`src/rtl/lsu_mem_port.sv`:
```
// Load/store unit for the single-cycle RV32 core: one word-addressed req/ack
// bus transaction at a time, stalling the core until it completes.
//
// Bus handshake: mem_req rises in REQ and stays high, with mem_addr, mem_we,
// mem_wdata and mem_wstrb stable, until a cycle in which mem_ack=1 is sampled
// (transfer done) or the TIMEOUT budget runs out. mem_ack is ignored whenever
// mem_req=0.
module lsu_mem_port #(
  parameter int unsigned TIMEOUT = 16
) (
  input  logic        clk,
  input  logic        rst,
  input  logic        load_i,
  input  logic        store_i,
  input  logic [2:0]  fun3,
  input  logic [31:0] addr,
  input  logic [31:0] store_data,
  output logic        stall,
  output logic [31:0] load_data,
  output logic        load_valid,
  output logic        misaligned,
  output logic        illegal,
  output logic        bus_err,
  output logic        mem_req,
  output logic        mem_we,
  output logic [31:0] mem_addr,
  output logic [31:0] mem_wdata,
  output logic [3:0]  mem_wstrb,
  input  logic [31:0] mem_rdata,
  input  logic        mem_ack,
  output logic [1:0]  dbg_state_o
);

  typedef enum logic [1:0] {
    IDLE = 2'd0,
    REQ  = 2'd1,
    RESP = 2'd2
  } state_t;

  localparam logic [7:0] CNT_LAST = 8'(TIMEOUT - 1);

  state_t      state_q, state_d;
  logic [7:0]  cnt_q, cnt_d;
  logic [31:0] mem_addr_q, mem_addr_d;
  logic        mem_we_q, mem_we_d;
  logic [31:0] mem_wdata_q, mem_wdata_d;
  logic [3:0]  mem_wstrb_q, mem_wstrb_d;
  logic [1:0]  size_q, size_d;
  logic        sign_q, sign_d;
  logic [1:0]  lane_q, lane_d;
  logic        is_load_q, is_load_d;
  logic        err_q, err_d;
  logic [31:0] load_data_q, load_data_d;

  logic        active;
  logic        ld_fun3_ok;
  logic        st_fun3_ok;
  logic        illegal_c;
  logic        mis_raw;
  logic        accept;
  logic [31:0] wdata_c;
  logic [3:0]  wstrb_c;
  logic [7:0]  byte_sel;
  logic [15:0] half_sel;
  logic [31:0] ext_c;

  // Request decode: only meaningful while IDLE with a strobe present.
  always_comb begin
    active     = (state_q == IDLE) && (load_i || store_i);
    ld_fun3_ok = (fun3 != 3'b011) && (fun3 != 3'b111);
    st_fun3_ok = (fun3[2] == 1'b0) && (fun3[1:0] != 2'b11);
    illegal_c  = active && ((load_i && store_i) ||
                            (load_i && !ld_fun3_ok) ||
                            (store_i && !st_fun3_ok));
    case (fun3[1:0])
      2'b01:   mis_raw = addr[0];
      2'b10:   mis_raw = (addr[1:0] != 2'b00);
      default: mis_raw = 1'b0;
    endcase
    accept = active && !illegal_c && !mis_raw;
  end

  assign illegal    = illegal_c;
  assign misaligned = active && !illegal_c && mis_raw;

  // Store lane replication and byte enables.
  always_comb begin
    wdata_c = store_data;
    wstrb_c = 4'b1111;
    case (fun3[1:0])
      2'b00: begin
        wdata_c = {4{store_data[7:0]}};
        wstrb_c = 4'b0001 << addr[1:0];
      end
      2'b01: begin
        wdata_c = {2{store_data[15:0]}};
        wstrb_c = 4'b0011 << {addr[1], 1'b0};
      end
      default: begin
        wdata_c = store_data;
        wstrb_c = 4'b1111;
      end
    endcase
  end

  // Load lane extraction from the acknowledged read word.
  always_comb begin
    byte_sel = mem_rdata[8*lane_q +: 8];
    half_sel = lane_q[1] ? mem_rdata[31:16] : mem_rdata[15:0];
    case (size_q)
      2'b00:   ext_c = {{24{sign_q & byte_sel[7]}}, byte_sel};
      2'b01:   ext_c = {{16{sign_q & half_sel[15]}}, half_sel};
      default: ext_c = mem_rdata;
    endcase
  end

  always_comb begin
    state_d     = state_q;
    cnt_d       = cnt_q;
    mem_addr_d  = mem_addr_q;
    mem_we_d    = mem_we_q;
    mem_wdata_d = mem_wdata_q;
    mem_wstrb_d = mem_wstrb_q;
    size_d      = size_q;
    sign_d      = sign_q;
    lane_d      = lane_q;
    is_load_d   = is_load_q;
    err_d       = err_q;
    load_data_d = load_data_q;
    case (state_q)
      IDLE: begin
        if (accept) begin
          state_d     = REQ;
          cnt_d       = 8'd0;
          mem_addr_d  = {addr[31:2], 2'b00};
          mem_we_d    = store_i;
          mem_wdata_d = store_i ? wdata_c : 32'd0;
          mem_wstrb_d = store_i ? wstrb_c : 4'b0000;
          size_d      = fun3[1:0];
          sign_d      = ~fun3[2];
          lane_d      = addr[1:0];
          is_load_d   = load_i;
          err_d       = 1'b0;
        end
      end
      REQ: begin
        // An ack in the final budget cycle still wins over the timeout.
        if (mem_ack) begin
          if (is_load_q) load_data_d = ext_c;
          state_d = RESP;
        end else if (cnt_q == CNT_LAST) begin
          load_data_d = 32'd0;
          err_d       = 1'b1;
          state_d     = RESP;
        end else begin
          cnt_d = cnt_q + 8'd1;
        end
      end
      RESP: begin
        state_d     = IDLE;
        mem_we_d    = 1'b0;
        mem_wstrb_d = 4'b0000;
      end
      default: state_d = IDLE;
    endcase
  end

  always_ff @(posedge clk or posedge rst) begin
    if (rst) begin
      state_q     <= IDLE;
      cnt_q       <= 8'd0;
      mem_addr_q  <= 32'd0;
      mem_we_q    <= 1'b0;
      mem_wdata_q <= 32'd0;
      mem_wstrb_q <= 4'b0000;
      size_q      <= 2'b00;
      sign_q      <= 1'b0;
      lane_q      <= 2'b00;
      is_load_q   <= 1'b0;
      err_q       <= 1'b0;
      load_data_q <= 32'd0;
    end else begin
      state_q     <= state_d;
      cnt_q       <= cnt_d;
      mem_addr_q  <= mem_addr_d;
      mem_we_q    <= mem_we_d;
      mem_wdata_q <= mem_wdata_d;
      mem_wstrb_q <= mem_wstrb_d;
      size_q      <= size_d;
      sign_q      <= sign_d;
      lane_q      <= lane_d;
      is_load_q   <= is_load_d;
      err_q       <= err_d;
      load_data_q <= load_data_d;
    end
  end

  // Stall is combinational so the core holds its PC in the accept cycle too.
  assign stall       = !rst && (accept || (state_q == REQ));
  assign mem_req     = (state_q == REQ);
  assign mem_addr    = mem_addr_q;
  assign mem_we      = mem_we_q;
  assign mem_wdata   = mem_wdata_q;
  assign mem_wstrb   = mem_wstrb_q;
  assign load_data   = load_data_q;
  assign load_valid  = (state_q == RESP) && is_load_q;
  assign bus_err     = (state_q == RESP) && err_q;
  assign dbg_state_o = state_q;

endmodule
```
`config.mk`:
```
export PLATFORM = sky130hd
export DESIGN_NAME = lsu_mem_port
export DESIGN_NICKNAME = d
export VERILOG_FILES = /design/src/rtl/lsu_mem_port.sv
export SDC_FILE = /design/constraint.sdc
export NUM_CORES = 1
export LEC_CHECK = 0
export ABC_CLOCK_PERIOD_IN_PS = 3700
export BUFFER_PORTS_ARGS = -buffer_cell sky130_fd_sc_hd__clkbuf_2
export CAP_MARGIN = 20
export CORE_ASPECT_RATIO = 0.8
export CORE_MARGIN = 5
export CORE_UTILIZATION = 46
export CTS_BUF_LIST = sky130_fd_sc_hd__clkbuf_4 sky130_fd_sc_hd__clkbuf_8
export CTS_CLUSTER_DIAMETER = 30
export DETAILED_ROUTE_END_ITERATION = 8
export MAX_ROUTING_LAYER = met4
export PLACE_DENSITY = 0.81
export SLEW_MARGIN = 40
export SYNTH_ARGS = -nofsm -noshare
export SYNTH_HDL_FRONTEND = slang
export SYNTH_SLANG_ARGS = --single-unit
export TNS_END_PERCENT = 5
```
`constraint.sdc`:
```
create_clock -name clk -period 3.7 [get_ports clk]
set_input_delay 0.74 -clock clk [delete_from_list [all_inputs] [get_ports clk]]
set_output_delay 0.74 -clock clk [all_outputs]
set_load 0.02 [all_outputs]
```
==> flow_summary.json <==
{
  "pwr-share-seq": 0.367,
  "clkTransAtPathRegs_ps": 70,
  "synth_edf_count": 0,
  "area_delta_synth_final_pct": 28.7,
  "final_common_cell": "clkbuf_2",
  "synth-seq-cells": 116,
  "p_comb_frac": 0.427,
  "end_kind": "primary output",
  "p_sw_frac": 0.411,
  "seqCellArea_um2": 2900,
  "n_fill_cell": 1014,
  "cts.sinks": 116,
  "routabilityCongestion": 0.890,
  "regToRegStartpoint": "lane_q[1]$_DFFE_PP0P_",
  "grt_setup_unrepaired": "no",
  "r2r-end": "load_data[9]$_DFFE_PP0P_",
  "busiest_layer": "met2",
  "antenna_found_initial": 0,
  "viasPerCell": 5.53,
  "intPower_w": 0.00353,
  "r2r_setup_slack_ps": 1310,
  "reg2reg_depth": 4,
  "slew_headroom": 0.480,
  "max-clock-path-buffers": 2,
  "async_reset_ff_frac": 1.00,
  "routed_wl_mm": 16.1,
  "yosys_warnings": 0,
  "hold_viol": 0,
  "yosys_most_used_dff": "dfrtp_1",
  "use_met3": 0.0812,
  "cts_root_buffer": "clkbuf_8",
  "avgSynthCellArea_um2": 11.0,
  "tns_ps": 0,
  "antenna_left": 0,
  "dr.pass1.iters": 4,
  "grt_overflow_total": 0,
  "slowest_delay_ps": 290,
  "p_sw_w": 0.00247,
  "layout-drive-gt1-share": 0.443,
  "cts_setup_buffers": 0,
  "p_clk_frac": 0.207,
  "slew_viol_final": 0,
  "hp-class": "primary input to async pin",
  "multi_input_area_um2": 2450,
  "clk-insertion-delay-late_ps": 430,
  "design.die.area_um2": 14500,
  "worst-path-buf-inv": 2,
  "grt_pass1_vias": 5130,
  "layout_min_cycle_time_ps": 2940,
  "critPathTopFamily": "simple AND/OR/NAND/NOR gates",
  "use_met2": 0.358,
  "fin_skew_ps": 9.30,
  "core-area_um2": 12100,
  "crit_cells": 7,
  "required_ps": 2960,
  "post_drt_wl_per_cell_um": 18.3,
  "die_w_um": 133,
  "antenna_cells": 0,
  "outcome": "complete, no violations",
  "initial_core_util": 0.465,
  "finalNetCount": 824,
  "peakVddDrop_uv": 534,
  "vias": 4863,
  "cts_tree": "built",
  "power_density_nw_per_um2": 830,
  "utilization": 0.598,
  "io_buffers": 210,
  "worst_slew_pin_slew_ps": 780,
  "fin_crit_sh": 0.795,
  "cts_hold_buffers": 0,
  "drc": 0,
  "arrival_ps": 2200,
  "seq_area_frac_synth": 0.518,
  "setup_viol": 0,
  "dp_hpwl_mm": 11.9,
  "gr-usage-met1": 0.284,
  "numCtsBuffers": 17,
  "htreeDepth": 4,
  "slowest_stage": "o221ai_1",
  "netlist_instances": 509,
  "ios": 213,
  "grt_usage": 0.234,
  "postCtsResizedCells": 0,
  "cp_max_fo": 4,
  "critical_path_class": "primary input to primary output",
  "crit_path_frequent_cell": "clkbuf_2",
  "fmax_mhz": 340,
  "syn_area_um2": 5610,
  "final_cell_mix": "210 x clkbuf_2, 116 x dfrtp_1, 60 x mux2_2, 50 x nand2_1, 46 x nor2_1",
  "leakagePower_nw": 3.64,
  "startpoint_type": "primary input",
  "ys_types": 48,
  "rows": 36,
  "die_h_um": 109,
  "grt_pass1_wl_mm": 25.9,
  "crit_chain": "clkbuf_2 -> ha_1 -> nor3_1 -> o221ai_1 -> nand2b_1 -> a21oi_1 -> clkbuf_2",
  "cap_violations": 0,
  "grt_max_degree": 79,
  "hold_slack_ps": 279,
  "dr.first_iter.drc_count": 265
}
registers in the layout (all words and copies together), names as in the netlist:
name,cells
size_q,2
mem_addr,30
cnt_q,8
mem_wstrb,4
load_data,32
is_load_q,1
sign_q,1
mem_we,1
err_q,1
dbg_state_o,2
lane_q,2
mem_wdata,32
worst register-to-register path: stages, from the launching register on:
cell and delay, ps:
dfrtp_1 800, mux4_2 590, a31oi_1 440, o21ai_0 170
a32o_1 290
cell families (layout without fill, tap and decap cells):
group / count (synthesis) / count (layout) / synth area share
AND/OR/NAND/NOR: 138 / 138 / 0.114
flip-flops: 116 / 116 / 0.518
AO/OA/AOI/OAI: 107 / 107 / 0.137
multiplexers: 84 / 84 / 0.166
buffers and inverters: 54 / 271 / 0.0477
adder cells (fa/ha/maj): 6 / 6 / 0.0134
XOR/XNOR: 3 / 3 / 0.00469
other: 1 / 2 / 0.000669
stage by stage:
step | setup WS [ps] | power (W) | cells | area, um^2
finish | 757 | 0.00599 | 879 | 7220
global route | 617 | 0.00634 | 879 | 7220
CTS | 771 | 0.00604 | 878 | 7190
detailed placement | 762 | 0.00478 | 846 | 6780
global placement | 868 | 0.00467 | 845 | 6760
floorplan | 935 | 0.00386 | 510 | 5620
metal layers:
metal,up-vias,share of wire,routed length (um)
li1,2208,-,-
met1,2379,0.43,6850
met4,0,0.021,337
met3,32,0.094,1520
met5,-,0,0
met2,244,0.46,7410
how the worst max path moves through the flow:
stage                       start                       end  slack (ps)
after CTS                 fun3[0]                     stall         770
final                     fun3[0]                     stall         760
after global routing      fun3[1]                     stall         620
after detailed placement  fun3[0]                     stall         760
after global placement    fun3[1]  mem_addr[30]$_DFFE_PP0P_         870
after floorplan           fun3[0]                     stall         940
synthesized netlist by cell type (2+ instances only):
cell       instances  area share
a22o_1             9       0.014
nand2_1           50       0.033
o21ai_0           32       0.029
ha_1               6       0.013
o2bb2ai_1          8       0.012
a221o_1           17       0.030
mux2i_1           23       0.041
buf_2              7      0.0062
clkbuf_1          13      0.0087
or2_2              2      0.0022
or3_1              9       0.010
a21oi_1           23       0.021
buf_6              3      0.0060
dfrtp_1          116        0.52
inv_1             20       0.013
nor2b_1            2      0.0022
buf_4              9       0.012
xnor2_1            3      0.0047
nand2b_1           9       0.010
mux2_2            60        0.12
nor3_1             5      0.0045
a32o_1             7       0.012
nor2_1            47       0.031
nand3_1            5      0.0045
layout make-up:
class                   instances  area share
inverters                      21      0.0114
clock inverters                14      0.0244
flip-flops and latches        116       0.402
well taps                     152      0.0264
repair buffers                218       0.162
clock buffers                  18      0.0335
multi-input cells             340       0.340
power by group through the flow:
stage	combinational, W	sequential, W	clock, W
floorplan	0.00117	0.00269	0
global placement	0.00249	0.00218	0
detailed placement	0.00257	0.00221	0
CTS	0.00258	0.00219	0.00127
global route	0.00274	0.00227	0.00133
finish	0.00256	0.00220	0.00124
No activity file was read; power rests on OpenSTA's default activity.
